[config.mk]
export PLATFORM = sky130hd
export DESIGN_NAME = rect_fill
export DESIGN_NICKNAME = d
export VERILOG_FILES = /design/src/rtl/rect_fill_pkg.sv /design/src/rtl/rect_fill_raster.sv /design/src/rtl/rect_fill.sv
export SDC_FILE = /design/constraint.sdc
export NUM_CORES = 1
export LEC_CHECK = 0
export ABC_AREA = 1
export CORE_MARGIN = 1
export CORE_UTILIZATION = 53
export DETAILED_ROUTE_END_ITERATION = 16
export PLACE_DENSITY = 0.89
export SETUP_SLACK_MARGIN = 0.3
export SLEW_MARGIN = 0
export SYNTH_ARGS = -nofsm -noshare
export SYNTH_HDL_FRONTEND = slang
export SYNTH_SLANG_ARGS = --single-unit
[constraint.sdc]
create_clock -name clk -period 3.1 [get_ports clk]
set_input_delay 0.93 -clock clk [delete_from_list [all_inputs] [get_ports clk]]
set_output_delay 0.93 -clock clk [all_outputs]
set_load 0.05 [all_outputs]
[src/rtl/rect_fill_pkg.sv]
// Shared types for the rectangle fill engine: FSM states, coordinate type, clamp helper.
package rect_fill_pkg;

  localparam int COORD_W_DFLT = 11;

  typedef logic [COORD_W_DFLT-1:0] coord_t;

  typedef enum logic [1:0] {
    IDLE = 2'd0,
    FILL = 2'd1,
    DONE = 2'd2
  } state_t;

  function automatic logic [31:0] clamp(input logic [31:0] v, input logic [31:0] max_v);
    return (v > max_v) ? max_v : v;
  endfunction

endpackage

[src/rtl/rect_fill_raster.sv]
// Row-major x/y walker over a latched rectangle; last flags the bottom-right pixel.
module raster_counter #(
  parameter int COORD_W = 11
) (
  input  logic               clk,
  input  logic               reset,
  input  logic               load,
  input  logic               advance,
  input  logic [COORD_W-1:0] x0_in,
  input  logic [COORD_W-1:0] y0_in,
  input  logic [COORD_W-1:0] x1_in,
  input  logic [COORD_W-1:0] y1_in,
  output logic [COORD_W-1:0] x,
  output logic [COORD_W-1:0] y,
  output logic               last
);

  logic [COORD_W-1:0] x_q, x_d, y_q, y_d;
  logic [COORD_W-1:0] x0_q, x0_d, x1_q, x1_d, y1_q, y1_d;

  always_comb begin
    x_d  = x_q;
    y_d  = y_q;
    x0_d = x0_q;
    x1_d = x1_q;
    y1_d = y1_q;
    if (load) begin
      x_d  = x0_in;
      y_d  = y0_in;
      x0_d = x0_in;
      x1_d = x1_in;
      y1_d = y1_in;
    end else if (advance) begin
      if (x_q == x1_q) begin
        x_d = x0_q;
        y_d = y_q + COORD_W'(1);
      end else begin
        x_d = x_q + COORD_W'(1);
      end
    end
  end

  always_ff @(posedge clk) begin
    if (reset) begin
      x_q  <= '0;
      y_q  <= '0;
      x0_q <= '0;
      x1_q <= '0;
      y1_q <= '0;
    end else begin
      x_q  <= x_d;
      y_q  <= y_d;
      x0_q <= x0_d;
      x1_q <= x1_d;
      y1_q <= y1_d;
    end
  end

  assign x    = x_q;
  assign y    = y_q;
  assign last = (x_q == x1_q) && (y_q == y1_q);

endmodule

[src/rtl/rect_fill.sv]
// Raster rectangle fill: start/busy/done handshake, one pixel per accepted beat, abort.
// Outputs decode from registers only; pixel_ready steers next-state logic, never outputs.
module rect_fill
  import rect_fill_pkg::*;
#(
  parameter int WIDTH   = 640,
  parameter int HEIGHT  = 480,
  parameter int COORD_W = 11,
  parameter int COLOR_W = 1
) (
  input  logic               clk,
  input  logic               reset,
  input  logic               start,
  input  logic               abort,
  input  logic [COORD_W-1:0] x0,
  input  logic [COORD_W-1:0] y0,
  input  logic [COORD_W-1:0] x1,
  input  logic [COORD_W-1:0] y1,
  input  logic [COLOR_W-1:0] color_in,
  input  logic               pixel_ready,
  output logic               pixel_write,
  output logic [COORD_W-1:0] x,
  output logic [COORD_W-1:0] y,
  output logic [COLOR_W-1:0] pixel_color,
  output logic               busy,
  output logic               done
);

  state_t             state_q, state_d;
  logic [COLOR_W-1:0] color_q, color_d;
  logic [COORD_W-1:0] x0_c, y0_c, x1_c, y1_c;
  logic               empty, load, advance, last;

  always_comb begin
    x0_c  = COORD_W'(clamp(32'(x0), 32'(WIDTH - 1)));
    x1_c  = COORD_W'(clamp(32'(x1), 32'(WIDTH - 1)));
    y0_c  = COORD_W'(clamp(32'(y0), 32'(HEIGHT - 1)));
    y1_c  = COORD_W'(clamp(32'(y1), 32'(HEIGHT - 1)));
    empty = (x0_c > x1_c) || (y0_c > y1_c);
  end

  always_comb begin
    state_d = state_q;
    color_d = color_q;
    load    = 1'b0;
    advance = 1'b0;
    case (state_q)
      IDLE: begin
        if (start) begin
          load    = 1'b1;
          color_d = color_in;
          state_d = empty ? DONE : FILL;
        end
      end
      FILL: begin
        // Abort wins over a beat accepted in the same cycle.
        if (abort) begin
          state_d = IDLE;
        end else if (pixel_ready) begin
          if (last) state_d = DONE;
          else      advance = 1'b1;
        end
      end
      DONE:    state_d = IDLE;
      default: state_d = IDLE;
    endcase
  end

  always_ff @(posedge clk) begin
    if (reset) begin
      state_q <= IDLE;
      color_q <= '0;
    end else begin
      state_q <= state_d;
      color_q <= color_d;
    end
  end

  raster_counter #(.COORD_W(COORD_W)) u_raster (
    .clk     (clk),
    .reset   (reset),
    .load    (load),
    .advance (advance),
    .x0_in   (x0_c),
    .y0_in   (y0_c),
    .x1_in   (x1_c),
    .y1_in   (y1_c),
    .x       (x),
    .y       (y),
    .last    (last)
  );

  assign pixel_write = (state_q == FILL);
  assign busy        = (state_q == FILL);
  assign done        = (state_q == DONE);
  assign pixel_color = color_q;

endmodule

==> results of run 1 <==
[registers in the layout, indices dropped and copies added (netlist names)]
name	flops
u_raster.x	11
u_raster.y1_q	11
u_raster.x0_q	11
state_q	2
u_raster.x1_q	11
u_raster.y	11
pixel_color	1
[cells by family (layout without fill, tap and decap cells)]
kind of cell	count (synthesis)	in the layout	synth area share, %
XOR/XNOR	12	12	3.101
buffers and inverters	90	192	9.332
AO/OA/AOI/OAI	93	93	12.81
AND/OR/NAND/NOR	341	342	37.99
adder cells (fa/ha/maj)	24	24	7.516
other	2	6	0.1880
flip-flops	58	58	29.06
[metal layers]
layer	routed length (um)	global-route usage, %	vias to the layer above
li1	-	-	2207
met5	0	0	-
met4	785	16.28	0
met2	6424	59.02	295
met1	4759	34.53	2113
met3	1070	6.996	90
[worst paths after layout]
check | endpoint | from | cells past startpoint | slack [ps]
setup / recovery | state_q[1] | x1[9] | 14 | 290
hold / removal | u_raster.x0_q[10] | u_raster.x0_q[10] | 2 | 450
setup reg to reg | u_raster.x[8] | u_raster.x[8] | 11 | 1000
hold reg to reg | u_raster.x0_q[10] | u_raster.x0_q[10] | 2 | 450
[metrics by stage]
stage                     power, uW  hold slack, ps  setup TNS [ps]  instances  area (um^2)
final                          2680           446.0               0        826         5399
after global routing           2800           466.3               0        826         5399
after CTS                      2602           448.1               0        823         5228
after detailed placement       1897           437.9          -247.7        806         4994
after global placement         1867           436.7          -66.11        806         4994
after floorplan                1587           416.1               0        624         4010
[repair_timing]
item | in CTS | in global routing
resized for setup | 11 | 40
setup endpoints to repair | 2 | 2
pin swaps | 6 | 21
setup buffers | 3 | 2
cloned | 0 | 1
hold buffers | 0 | 0
[final cells by class]
class	count	area, um^2
multi-input cells	477	2643
fillers	545	1854
flip-flops and latches	58	1161
repair buffers	107	1010
inverters	71	270.3
clock buffers	11	151.4
well taps	99	123.9
clock inverters	3	40.04
[layout by cell type (no fill, tap or decap), types with 2 or more instances in the layout]
cell type          n
nand4_1            8
inv_1             64
clkinv_2           2
nand2_2           10
o211ai_1           2
nand3_4            2
nor2_4             6
clkdlybuf4s15_1    2
nand2_4            3
nand3_1           44
nor3_1             3
o21bai_1           2
o21ai_1            4
or2_4              7
nand2_1          175
a21oi_1           28
nor2_8             2
a21oi_2            5
nand3b_1           2
buf_4             30
o21ai_0           28
o22ai_1           17
inv_2              6
ha_4               4
or2_2              5
nor2_2            13
clkbuf_8          11
ha_1              20
clkdlybuf4s50_1   72
dfxtp_1           58
nor2_1            61
xnor2_1            7
conb_1             6
xor2_1             4
o21a_1             3
[power breakdown]
| part | switching (uW) | internal (uW) |
|---|---|---|
| sequential | 94.3 | 829 |
| combinational | 656 | 392 |
| clock | 306 | 403 |
[critical path, cell delays in order]
cell             delay, ps
clkdlybuf4s50_1        450
a21oi_2                150
buf_6                  130
clkinvlp_4             250
nor2_4                 220
ha_4                   230
a21oi_2                120
o21ai_1                 70
nand3_1                 80
nand3_1                 80
nand2_1                 80
nand2_1                 60
a21oi_1                120
nor2_1                  50
==> results.sh, run 1 <==
export IMPL_synthTopCellsByCount="nand2_1 (178), nor2_1 (76), inv_1 (65), dfxtp_1 (58), nand3_1 (44)"
export IMPL_finalMaxSlewViolations=0
export IMPL_synthArstFlopShare_pct=0
export IMPL_synth_top_area_share_pct=29.06
export IMPL_run_status="complete, no violations"
export IMPL_relSlewSlack_pct=59.56
export IMPL_gr_usage_all_layers_pct=32.12
export IMPL_yosysWarnings=0
export IMPL_synth_area_leaders="dfxtp_1 (29%), nand2_1 (17%), ha_1 (7.5%), nor2_1 (7.1%), inv_1 (6.1%)"
export IMPL_grt_pass1_wl_um=19370
export IMPL_required_ps=3330
export IMPL_cp_start_kind="input port"
export IMPL_tightest_slew_ps=604.3
export IMPL_first_pass_iters=6
export IMPL_crit_type="in2reg"
export IMPL_drtAntennaViolNets=0
export IMPL_synth_edff_count=0
export IMPL_p_per_area_mw_per_mm2=496.4
export IMPL_fin_nets=798
export IMPL_fp_coreArea_mm2=0.007253
export IMPL_chipHeight_um=88.82
export IMPL_syn_area_per_cell_um2=6.444
export IMPL_cts_buffers=9
export IMPL_clockRootBuffer="clkbuf_8"
export IMPL_ys_seq_area_share_pct=29.06
export IMPL_dieArea_mm2=0.007889
export IMPL_setup_ws_ps=288.0
export IMPL_synth_area_mm2=0.003995
export IMPL_vdd_drop_max_v=0.0004149
export IMPL_post_route_util_pct=74.44
export IMPL_initial_core_util_pct=55.08
export IMPL_htree_num_levels=3
export IMPL_io_pins=76
export IMPL_dr_first_iter_drc_count=300
export IMPL_dpl_hpwl_um=8989
export IMPL_post_synth_inst_count=620
export IMPL_synth_main_ff_cell="dfxtp_1"
export IMPL_drc=0
export IMPL_clock_sinks=58
export IMPL_finalCriticalPeriod_ps=2812
export IMPL_synth_top_cell_by_area="dfxtp_1"
export IMPL_critPathCaptureType="flop"
export IMPL_rsz0062_at_grt="no"
export IMPL_routedWlPerCell_um=15.79
export IMPL_clockBufferDepth=2
export IMPL_rows=31
export IMPL_clock_skew_ps=13.68
export IMPL_worstPathArrival_ps=3040
export IMPL_diodes=0
export IMPL_detailedPlace_worstSlack_ps=-144.9
export IMPL_insertion_delay_ps=350
export IMPL_final_period_utilization_pct=90.71
export IMPL_synth_most_common_cell="nand2_1"
export IMPL_clk_pin_slew_ps=70
export IMPL_report_final_hold_viol_count=0
export IMPL_fmax_ghz=0.3556
export IMPL_overflow=0
export IMPL_min_path_type="reg2reg"
export IMPL_maxCapViolCount=0
export IMPL_setup_viol=0
export IMPL_cp_max_fo=7
export IMPL_vias_per_cell=5.696
export IMPL_wirelength_um=13040
export IMPL_antenna_found_initial=0
export IMPL_die_x_um=88.82
export IMPL_port_buffers=75
export IMPL_ys_seq_elements=58
export IMPL_p_leak_uw=0.002404
export IMPL_drive_gt1_share_pct=15.54
export IMPL_via_count=4705
export IMPL_grt_max_degree=25
export IMPL_ys_types=37
export IMPL_synthToLayoutAreaGrowth_pct=35.14
export IMPL_gp_congestion=0.9500
export IMPL_grt_pass1_vias=4296
export IMPL_tritoncts="yes"
No activity file was read; power rests on OpenSTA's default activity.
==> run 2, diff against run 1 <==
--- a/config.mk
+++ b/config.mk
@@ -6,6 +6,7 @@
 export NUM_CORES = 1
 export LEC_CHECK = 0
 export ABC_AREA = 1
+export CORE_ASPECT_RATIO = 1.4
 export CORE_MARGIN = 1
 export CORE_UTILIZATION = 53
 export DETAILED_ROUTE_END_ITERATION = 16
==> run 2 against run 1 <==
Net effect:
- clock skew down 8.0 ps
- total power is 2.8% lower
- die area about the same
- critical path type is now reg2out
- largest power group unchanged
- sequential share of layout area is 0.24 points higher
==> results.sh, run 2 (synthesis gave the netlist of run 1 again) <==
export IMPL_run_status="complete, no violations"
export IMPL_rows=37
export IMPL_dr_first_iter_drc_count=336
export IMPL_chipHeight_um=104.7
export IMPL_worstPathArrival_ps=1800
export IMPL_cts_hold_buf=0
export IMPL_report_final_hold_viol_count=0
export IMPL_setup_ws_ps=366.7
export IMPL_clockBufferDepth=2
export IMPL_port_buffers=75
export IMPL_p_per_area_mw_per_mm2=487.6
export IMPL_required_ps=2170
export IMPL_die_x_um=75.38
export IMPL_grt_max_degree=38
export IMPL_rsz0062_at_grt="no"
export IMPL_clock_skew_ps=5.648
export IMPL_gp_congestion=0.9961
export IMPL_cp_slowest_cell="clkdlybuf4s50_1"
export IMPL_overflow=0
export IMPL_cp_cell_sequence="inv_1 > nor2_1 > clkdlybuf4s50_1"
export IMPL_grt_pass1_wl_um=20470
export IMPL_diodes=0
export IMPL_finalMaxSlewViolations=0
export IMPL_routedWlPerCell_um=15.34
export IMPL_gr_usage_all_layers_pct=34.04
export IMPL_fin_setup_tns_ps=0
export IMPL_fp_coreArea_mm2=0.007315
export IMPL_clockRootBuffer="clkbuf_8"
export IMPL_maxCapViolCount=0
export IMPL_dpl_hpwl_um=9258
export IMPL_antenna_found_initial=0
export IMPL_finalCriticalPeriod_ps=2733
export IMPL_cts_buffers=9
export IMPL_hold_slack_ps=439.8
export IMPL_relSlewSlack_pct=66.00
export IMPL_cp_top_family="buffers and inverters"
export IMPL_drive_gt1_share_pct=15.35
export IMPL_final_cell_mix="nand2_1 (172), clkdlybuf4s50_1 (73), inv_1 (64), nor2_1 (62), dfxtp_1 (58)"
export IMPL_tritoncts="yes"
export IMPL_htree_num_levels=3
export IMPL_via_count=4562
export IMPL_crit_path_max_incr_delay_ps=830
export IMPL_dieArea_mm2=0.007894
export IMPL_cp_max_fo=3
export IMPL_setup_viol=0
export IMPL_wirelength_um=12580
export IMPL_drc=0
export IMPL_final_common_cell="nand2_1"
export IMPL_min_path_type="reg2reg"
export IMPL_p_leak_uw=0.002379
export IMPL_fillerInstances=576
export IMPL_critPathCaptureType="primary output"
export IMPL_vias_per_cell=5.563
export IMPL_fin_nets=792
export IMPL_final_period_utilization_pct=88.17
export IMPL_critPathBufInv=2
export IMPL_vdd_drop_max_v=0.0003172
export IMPL_detailedPlace_worstSlack_ps=-188.8
export IMPL_insertion_delay_ps=350
export IMPL_cp_start_kind="flop"
export IMPL_drtAntennaViolNets=0
export IMPL_tightest_slew_ps=508.4
export IMPL_io_pins=76
export IMPL_clock_sinks=58
export IMPL_initial_core_util_pct=54.62
export IMPL_clk_pin_slew_ps=60
export IMPL_crit_type="reg2out"
export IMPL_synthToLayoutAreaGrowth_pct=33.67
export IMPL_fmax_ghz=0.3659
export IMPL_first_pass_iters=6
export IMPL_grt_pass1_vias=4493
==> run 2: cell types whose count changed in the layout (fill, tap and decap cells not counted), moves of 2 or more <==
cell	change
nand2_2	+2
nor2_2	+2
nand2_1	-3
clkdlybuf4s15_1	-2
buf_4	-3
clkbuf_1	+2
nor2_4	-3
or2_2	+2
or2_4	-2
==> run 2: what timing repair did <==
| action | 4_1_cts | 5_1_grt |
|---|---|---|
| pin swaps | 0 | 9 |
| resized for setup | 4 | 44 |
| setup endpoints to repair | 2 | 2 |
| setup buffers | 0 | 2 |
==> run 2: tightest hold or removal path, delay by kind of cell (launching register included) <==
family | cells | cell delay [ps]
AND/OR/NAND/NOR | 1 | 40
buffers and inverters | 1 | 60
flip-flops | 1 | 300
==> run 2: report_power, final <==
part	internal (uW)	switching, uW	total [uW]
sequential	829	94.5	923
clock	353	296	649
combinational	385	646	1030
==> run 2: through the flow <==
step                area, um^2  utilization [%]  instances  power (uW)
floorplan                 4010                -        624        1587
global placement          4964            67.86        802        1873
detailed placement        4964            67.86        802        1902
CTS                       5160            70.54        818        2547
global route              5340            73.01        820        2759
finish                    5340            73.01        820        2604
==> run 2: layout make-up <==
cell class / count / area (um^2) / area share [%]
inverter: 71 / 271.5 / 5.084
tap: 97 / 121.4 / 2.273
clock inverter: 2 / 10.01 / 0.1874
timing repair buffer: 102 / 958.4 / 17.95
sequential: 58 / 1161 / 21.74
multi-input combinational: 476 / 2645 / 49.53
clock buffer: 14 / 172.7 / 3.233
==> run 2: worst paths after layout <==
check | cells after the start | start | endpoint | slack [ps]
setup / recovery | 3 | state_q[0] | pixel_write | 370
hold / removal | 2 | u_raster.x0_q[10] | u_raster.x0_q[10] | 440
setup reg to reg | 12 | u_raster.y[7] | u_raster.x[4] | 1090
hold reg to reg | 2 | u_raster.x0_q[10] | u_raster.x0_q[10] | 440
==> run 2: metal layers <==
| layer | track usage (%) | vias up | part of all wire [%] |
|---|---|---|---|
| met1 | 35.25 | 2058 | 35 |
| met3 | 7.425 | 75 | 5.5 |
| met2 | 58.48 | 235 | 51 |
| met4 | 23.28 | 0 | 8.2 |
| li1 | - | 2194 | - |
| met5 | 0 | - | 0 |
==> run 3, diff against run 2 <==
--- a/config.mk
+++ b/config.mk
@@ -9,9 +9,11 @@
 export CORE_ASPECT_RATIO = 1.4
 export CORE_MARGIN = 1
 export CORE_UTILIZATION = 53
+export CTS_CLUSTER_DIAMETER = 40
 export DETAILED_ROUTE_END_ITERATION = 16
 export PLACE_DENSITY = 0.89
 export SETUP_SLACK_MARGIN = 0.3
+export SKIP_LAST_GASP = 1
 export SLEW_MARGIN = 0
 export SYNTH_ARGS = -nofsm -noshare
 export SYNTH_HDL_FRONTEND = slang
==> results of run 3 <==
Final layout, timing and power as in run 2 (identical DEF).
